--- config.mk ---
export PLATFORM = sky130hd
export DESIGN_NAME = panda_lsu_bus_adapter
export DESIGN_NICKNAME = d
export VERILOG_FILES = /design/src/rtl/panda_lsu_bus_adapter.sv
export SDC_FILE = /design/constraint.sdc
export NUM_CORES = 1
export LEC_CHECK = 0
export ABC_CLOCK_PERIOD_IN_PS = 2350
export CORE_MARGIN = 5
export CORE_UTILIZATION = 30
export DETAILED_ROUTE_END_ITERATION = 7
export SLEW_MARGIN = 20
export SYNTH_ARGS = -nofsm -noshare
export SYNTH_HDL_FRONTEND = slang
export SYNTH_SLANG_ARGS = --single-unit
--- constraint.sdc ---
create_clock -name clk_i -period 2.35 [get_ports clk_i]
set_clock_uncertainty 0.1 [all_clocks]
set_input_delay 0.5875 -clock clk_i [delete_from_list [all_inputs] [get_ports clk_i]]
set_output_delay 0.5875 -clock clk_i [all_outputs]
set_load 0.02 [all_outputs]
--- src/rtl/panda_lsu_bus_adapter.sv ---
// Multi-cycle bridge from the core's combinational data-memory port to a
// req/gnt/rvalid bus: stalls the core during an access, registers the read word.
module panda_lsu_bus_adapter #(
  parameter int unsigned TIMEOUT_CYCLES = 255
) (
  input  logic        clk_i,
  input  logic        rst_ni,
  input  logic        lsu_req_i,
  input  logic [3:0]  lsu_we_i,
  input  logic [31:0] lsu_addr_i,
  input  logic [31:0] lsu_wdata_i,
  output logic [31:0] lsu_rdata_o,
  output logic        lsu_stall_o,
  output logic        lsu_err_o,
  output logic        data_req_o,
  input  logic        data_gnt_i,
  output logic [31:0] data_addr_o,
  output logic        data_we_o,
  output logic [3:0]  data_be_o,
  output logic [31:0] data_wdata_o,
  input  logic        data_rvalid_i,
  input  logic [31:0] data_rdata_i,
  input  logic        data_err_i
);

  typedef enum logic [1:0] {IDLE, REQ, WAIT, DONE} state_e;

  state_e      r_state, w_state_nxt;
  logic [15:0] r_cnt;
  logic [31:0] r_rdata;
  logic        r_err;
  logic [31:0] r_addr;
  logic        r_we;
  logic [3:0]  r_be;
  logic [31:0] r_wdata;
  logic        w_timeout;
  logic        w_capture;
  logic        w_abort;
  logic        w_unused;

  // Byte offset is conveyed through the byte enables, not the bus address.
  assign w_unused  = ^lsu_addr_i[1:0];
  assign w_timeout = (r_cnt == 16'(TIMEOUT_CYCLES - 1));

  always_comb begin
    w_state_nxt = r_state;
    w_capture   = 1'b0;
    w_abort     = 1'b0;
    case (r_state)
      IDLE: if (lsu_req_i) w_state_nxt = REQ;
      REQ: begin
        if (w_timeout) begin
          w_state_nxt = DONE;
          w_abort     = 1'b1;
        end else if (data_gnt_i) begin
          w_state_nxt = WAIT;
        end
      end
      WAIT: begin
        if (w_timeout) begin
          w_state_nxt = DONE;
          w_abort     = 1'b1;
        end else if (data_rvalid_i) begin
          w_state_nxt = DONE;
          w_capture   = 1'b1;
        end
      end
      DONE:    w_state_nxt = IDLE;
      default: w_state_nxt = IDLE;
    endcase
  end

  always_ff @(posedge clk_i or negedge rst_ni) begin
    if (!rst_ni) begin
      r_state <= IDLE;
      r_cnt   <= '0;
      r_rdata <= '0;
      r_err   <= 1'b0;
      r_addr  <= '0;
      r_we    <= 1'b0;
      r_be    <= '0;
      r_wdata <= '0;
    end else begin
      r_state <= w_state_nxt;

      if (r_state == IDLE) begin
        r_cnt <= '0;
      end else if (r_state == REQ || r_state == WAIT) begin
        r_cnt <= r_cnt + 16'd1;
      end

      if (r_state == IDLE && lsu_req_i) begin
        r_addr  <= {lsu_addr_i[31:2], 2'b00};
        r_we    <= |lsu_we_i;
        r_be    <= (|lsu_we_i) ? lsu_we_i : 4'b1111;
        r_wdata <= lsu_wdata_i;
      end

      if (w_capture) begin
        r_rdata <= r_we ? '0 : data_rdata_i;
        r_err   <= data_err_i;
      end else if (w_abort) begin
        r_rdata <= '0;
        r_err   <= 1'b1;
      end else if (r_state == DONE) begin
        r_err   <= 1'b0;
      end
    end
  end

  // Request is decoded from the state register, so it stays glitch-free and
  // drops with the asynchronous reset.
  assign data_req_o   = (r_state == REQ);
  assign data_addr_o  = r_addr;
  assign data_we_o    = r_we;
  assign data_be_o    = r_be;
  assign data_wdata_o = r_wdata;

  assign lsu_rdata_o  = r_rdata;
  assign lsu_err_o    = (r_state == DONE) && r_err;

  always_comb begin
    case (r_state)
      IDLE:    lsu_stall_o = lsu_req_i;
      REQ:     lsu_stall_o = 1'b1;
      WAIT:    lsu_stall_o = 1'b1;
      default: lsu_stall_o = 1'b0;
    endcase
  end

endmodule

==> flow_metrics.py, run 1 <==
metrics = {
    "timing": {
        "min_period_ps": 2279,
        "final_max_slew_viol_count": 0,
        "layout_setup_ws_ps": 71.16,
        "setup_viol": 0,
        "final_hold_viol_count": 0,
        "rsz0062_at_grt": "false",
        "timing.fmax_ghz": 0.4388,
        "worst_pin_slew_ps": 865.3,
        "max_slew_margin_pct": 42.31,
        "fin_setup_tns_ps": 0,
        "fin_crit_sh_pct": 96.97,
    },
    "worst_setup_path": {
        "max_stage_delay_ps": 370,
        "end_kind": "primary output",
        "crit_chain": "buf_4 -> ha_1 -> and2_1 -> dlygate4sd2_1",
        "crit_buf_inv": 2,
        "cp_top_family": "buffers and inverters",
        "critical_path.max_fanout": 4,
        "arrival_ps": 1590,
        "required_ps": 1660,
        "worst-setup-path-type": "reg2out",
        "crit_slowest_cell": "dfrtp_1",
        "critPathLaunchType": "register",
    },
    "cts": {
        "cts-buffers-inserted": 17,
        "clk_latency_ps": 400,
        "cts-root-buf": "clkbuf_16",
        "h-tree-depth": 4,
        "clock_path_buffers": 2,
        "clock_sinks": 118,
        "cts_tree": "done",
        "clkTransAtPathRegs_ps": 50,
    },
    "detailed_routing": {
        "drt-pass1-iter-count": 4,
        "ant_nets": 0,
        "wl_per_cell_um": 15.55,
        "viasPerCell": 4.674,
        "drc": 0,
        "finalWirelength_um": 14260,
        "drt_iter0_markers": 120,
        "via_count": 4286,
    },
    "placed_design": {
        "io_buffers": 205,
        "routabilityCongestion": 0.7498,
        "dp_slack_ps": -265.2,
        "dpl.hpwl_um": 10230,
    },
    "global_route": {
        "grt_first_pass_wirelength_um": 22590,
        "track_usage_pct": 13.95,
        "gr-total-overflow": 0,
        "grt_pass1_vias": 4501,
        "antenna_found_initial": 0,
        "grt_max_degree": 73,
    },
    "cells_and_area": {
        "regArea_sq_um": 2953,
        "antennaDiodeCount": 0,
        "final_common_cell": "clkdlybuf4s50_1",
        "multi_input_area_sq_um": 2183,
        "fin_util_pct": 47.72,
        "layout-drive-gt1-share_pct": 18.93,
        "nets": 793,
        "final_cell_mix": "201 x clkdlybuf4s50_1, 118 x dfrtp_1, 92 x a21oi_1, 63 x mux2_2, 32 x nor3b_1",
        "syn_to_final_growth_pct": 55.51,
        "fillerInstances": 1551,
    },
    "outcome": {
        "outcome": "finished clean",
    },
    "yosys": {
        "synthMuxAreaShare_pct": 14.26,
        "yosysUniqueCellTypes": 31,
        "synth_xor_area_share_pct": 0.9866,
        "ys_ff_latch": 118,
        "yosysWarnings": 0,
        "synth_top_family_by_area": "multiplexers",
        "ys_seq_area_share_pct": 55.44,
        "synthAdderAreaFrac_pct": 1.879,
        "synth_compound_area_share_pct": 12.52,
        "syn_area_per_cell_sq_um": 11.41,
        "netlist_area_sq_um": 5326,
        "synth_cells": 467,
        "synthSimpleGateAreaFrac_pct": 10.97,
    },
    "die": {
        "die_x_um": 143.2,
        "rows": 48,
        "initial_utilization_pct": 30.69,
        "die_y_um": 143.2,
        "io_pins": 210,
        "core_sq_um": 17360,
        "die_area_sq_um": 20520,
    },
    "hold_path": {
        "worstHoldPathType": "reg2reg",
    },
    "power": {
        "power.density_nw_per_um2": 1334,
        "ir_drop_v": 0.0007290,
        "leakage_uw": 0.003409,
    },
    "run": {
        "maxCapViolCount": 0,
    },
}
## routing by layer
metal  share of wire, %  track usage [%]  up-vias  routed length [um]
li1                   -                -     2085                   -
met3                 11            7.435       18                1595
met1                 40            15.37     2027                5669
met4                1.4            5.104        0                 205
met5                  0                0        -                   0
met2                 48            22.95      156                6792
## metrics by stage
step                      std cells  power (uW)  area (sq um)  hold slack (ps)
after floorplan                 468        6139          5334            191.9
after global placement          884        8555          7702            365.1
after detailed placement        884        8663          7702            373.5
after CTS                       917       11240          8288            390.4
after global routing            917       11730          8283            411.0
final                           917       11050          8283            378.9
## cell usage after synthesis
cell type	count	share of area, %
o22ai_1	2	0.23
a21o_1	1	0.14
nand4b_1	2	0.33
nand3_1	4	0.38
clkinv_1	1	0.070
o31ai_1	2	0.28
buf_6	5	1.1
inv_1	7	0.49
o21ai_0	14	1.3
nor3_1	8	0.75
nand4_1	4	0.47
nor4_1	3	0.35
nand2_1	16	1.1
and4_1	1	0.16
buf_4	2	0.28
clkbuf_1	28	2.0
mux2i_1	5	0.94
or4_1	3	0.42
nor2b_1	2	0.23
conb_1	1	0.070
or3_1	7	0.82
nor2_1	16	1.1
ha_1	8	1.9
a21oi_1	93	8.7
mux2_2	63	13
nor3b_1	32	4.5
nor4b_1	1	0.16
xnor2_1	6	0.99
dfrtp_1	118	55
and2_1	1	0.12
a21oi_2	11	1.8
## registers in the layout, indices dropped and copies added (netlist names)
| register | flops |
|---|---|
| data_we_o | 1 |
| r_state | 2 |
| r_err | 1 |
| r_cnt | 16 |
| data_be_o | 4 |
| data_addr_o | 30 |
| lsu_rdata_o | 32 |
| data_wdata_o | 32 |
## timing repair
item	4_1_cts	5_1_grt
pin swaps	0	0
gates resized for setup	5	1
endpoints found under the hold margin	17	0
buffers inserted	0	0
hold buffers	1	0
endpoints found under the setup margin	36	1
## where the power goes
| part | switching, uW | leakage [uW] | internal [uW] | total [uW] |
|---|---|---|---|---|
| Combinational | 2630 | 0.00168 | 2520 | 5140 |
| Clock | 926 | 0.000264 | 1580 | 2510 |
| Sequential | 508 | 0.00147 | 2890 | 3390 |
| Total | 4060 | 0.00341 | 6990 | 11000 |
## worst register-to-register path, stage by stage (launching register included)
cell,delay (ps)
dfrtp_1,380
or4_1,560
or4_4,610
buf_12,210
a21oi_1,190
a21oi_1,60
## path summary, 6_finish.rpt
kind | from | depth (start not counted) | endpoint | slack (ps)
max in group asynchronous | rst_ni | 3 | lsu_rdata_o[12] | 960
min in group asynchronous | rst_ni | 2 | data_wdata_o[16] | 540
min reg2reg | data_be_o[0] | 2 | data_be_o[0] | 380
min | data_be_o[0] | 2 | data_be_o[0] | 380
max reg2reg | r_cnt[12] | 5 | lsu_rdata_o[13] | 120
max | r_state[0] | 4 | lsu_err_o | 70
## layout make-up
class	instances	share of cell area (%)
Inverter	8	0.3625
Sequential cell	118	35.65
Tap cell	225	3.399
Multi-Input combinational cell	307	26.36
Clock inverter	12	1.556
Timing Repair Buffer	227	27.28
Clock buffer	20	5.393
## logic make-up (layout without fill, tap and decap cells)
group                    after synthesis  after routing
other                                  1              2
adder cells (fa/ha/maj)                8              8
AND/OR/NAND/NOR                      100            100
multiplexers                          68             68
XOR/XNOR                               6              6
AO/OA/AOI/OAI                        123            123
buffers and inverters                 43            267
flip-flops                           118            118
Power figures use the tool's default switching activity.
==> inputs of run 2 (changes only) <==
- GPL_TIMING_DRIVEN: unset -> 0
==> run 2 against run 1 <==
  * First-iteration DRC count is 25% higher
  * Register-to-register slack got worse by 30 ps
  * Die area unchanged
  * Setup slack improved by 4.2 ps
==> flow_metrics.py, run 2 (synthesis results as in run 1) <==
metrics = {
    "outcome": {
        "outcome": "finished clean",
    },
    "timing": {
        "whs_ps": 39.12,
        "layout_setup_ws_ps": 75.36,
        "timing.fmax_ghz": 0.4396,
        "final_max_slew_viol_count": 0,
        "min_period_ps": 2275,
        "fin_crit_sh_pct": 96.79,
        "worst_pin_slew_ps": 671.2,
        "setup_viol": 0,
        "rsz0062_at_grt": "true",
        "max_slew_margin_pct": 55.25,
        "final_hold_viol_count": 0,
    },
    "cells_and_area": {
        "syn_to_final_growth_pct": 58.19,
        "antennaDiodeCount": 0,
        "layout-drive-gt1-share_pct": 18.93,
        "final_cell_mix": "200 x clkdlybuf4s50_1, 118 x dfrtp_1, 92 x a21oi_1, 63 x mux2_2, 32 x nor3b_1",
        "fin_util_pct": 48.54,
        "nets": 814,
        "final_common_cell": "clkdlybuf4s50_1",
    },
    "die": {
        "die_y_um": 143.2,
        "core_sq_um": 17360,
        "die_area_sq_um": 20520,
        "die_x_um": 143.2,
        "initial_utilization_pct": 30.69,
        "io_pins": 210,
        "rows": 48,
    },
    "cts": {
        "clock_path_buffers": 2,
        "cts_tree": "done",
        "h-tree-depth": 4,
        "cts-buffers-inserted": 17,
        "clk_latency_ps": 410,
        "cts-root-buf": "clkbuf_16",
        "clock_sinks": 118,
        "clkTransAtPathRegs_ps": 50,
    },
    "power": {
        "power.density_nw_per_um2": 1352,
        "leakage_uw": 0.003464,
        "ir_drop_v": 0.0007444,
    },
    "placed_design": {
        "io_buffers": 205,
        "dpl.hpwl_um": 11260,
        "routabilityCongestion": 0.7400,
        "dp_slack_ps": -999.8,
    },
    "global_route": {
        "gr-total-overflow": 0,
        "grt_pass1_vias": 4675,
        "grt_first_pass_wirelength_um": 24650,
        "grt_max_degree": 65,
        "track_usage_pct": 15.16,
        "antenna_found_initial": 0,
    },
    "worst_setup_path": {
        "max_stage_delay_ps": 410,
        "crit_chain": "inv_2 -> ha_4 -> inv_8 -> a21oi_4 -> buf_6",
        "required_ps": 1660,
        "worst-setup-path-type": "reg2out",
        "critical_path.max_fanout": 17,
        "critPathLaunchType": "register",
        "end_kind": "primary output",
        "crit_slowest_cell": "dfrtp_1",
        "arrival_ps": 1590,
    },
    "hold_path": {
        "worstHoldPathType": "in2async",
    },
    "detailed_routing": {
        "via_count": 4393,
        "drt-pass1-iter-count": 4,
        "ant_nets": 0,
        "drc": 0,
        "finalWirelength_um": 15120,
        "wl_per_cell_um": 16.12,
        "viasPerCell": 4.683,
        "drt_iter0_markers": 150,
    },
    "run": {
        "maxCapViolCount": 0,
    },
}
==> run 2: timing repair <==
action,CTS,global route
resized for setup,26,10
pin swaps,0,2
buffers inserted,3,9
hold buffers,0,0
endpoints found under the hold margin,0,0
endpoints found under the setup margin,91,14
==> run 2: worst paths after layout <==
check / slack, ps / cells past startpoint / endpoint / start
max: 80 / 5 / lsu_stall_o / r_state[0]
min: 40 / 1 / data_wdata_o[13] / rst_ni
max reg2reg: 90 / 6 / lsu_rdata_o[26] / r_cnt[12]
min reg2reg: 380 / 2 / data_be_o[1] / data_be_o[1]
max in group asynchronous: 1390 / 2 / r_err / rst_ni
min in group clk_i: 380 / 2 / data_be_o[1] / data_be_o[1]
==> run 2: final cells by class <==
class / instances / area [sq um]
well taps: 225 / 281.5
clock inverters: 7 / 118.9
plain buffers: 30 / 163.9
repair buffers: 218 / 2168
multi-input cells: 307 / 2217
flip-flops and latches: 118 / 2953
inverters: 8 / 37.54
clock buffers: 25 / 485.5
fillers: 1567 / 8931
==> run 2: critical path, delay by kind of cell, from the launching register on <==
family / cells / cell delay, ps
flops: 1 / 410
fa+ha+maj: 1 / 300
buf+inv: 3 / 300
compound gates: 1 / 160
==> run 2: per-stage QoR <==
step	setup TNS, ps	cells	total power (uW)	cell area (sq um)
6_report	0	938	11390	8426
5_1_grt	-16.46	938	12090	8426
4_1_cts	-106.9	931	11560	8374
3_5_place_dp	-14380	899	8633	7696
3_3_place_gp	-492010	898	8524	7667
2_1_floorplan	0	468	6139	5334
==> run 2: power by group <==
group / total [uW] / switching (uW) / internal (uW)
logic: 5330 / 2710 / 2620
clock network: 2640 / 885 / 1750
registers: 3420 / 535 / 2890
==> run 2: metal layers <==
layer / track usage [%] / routed length (um)
met1: 17.43 / 5988
met2: 24.13 / 7123
met3: 7.971 / 1736
met4: 5.649 / 268
met5: 0 / 0
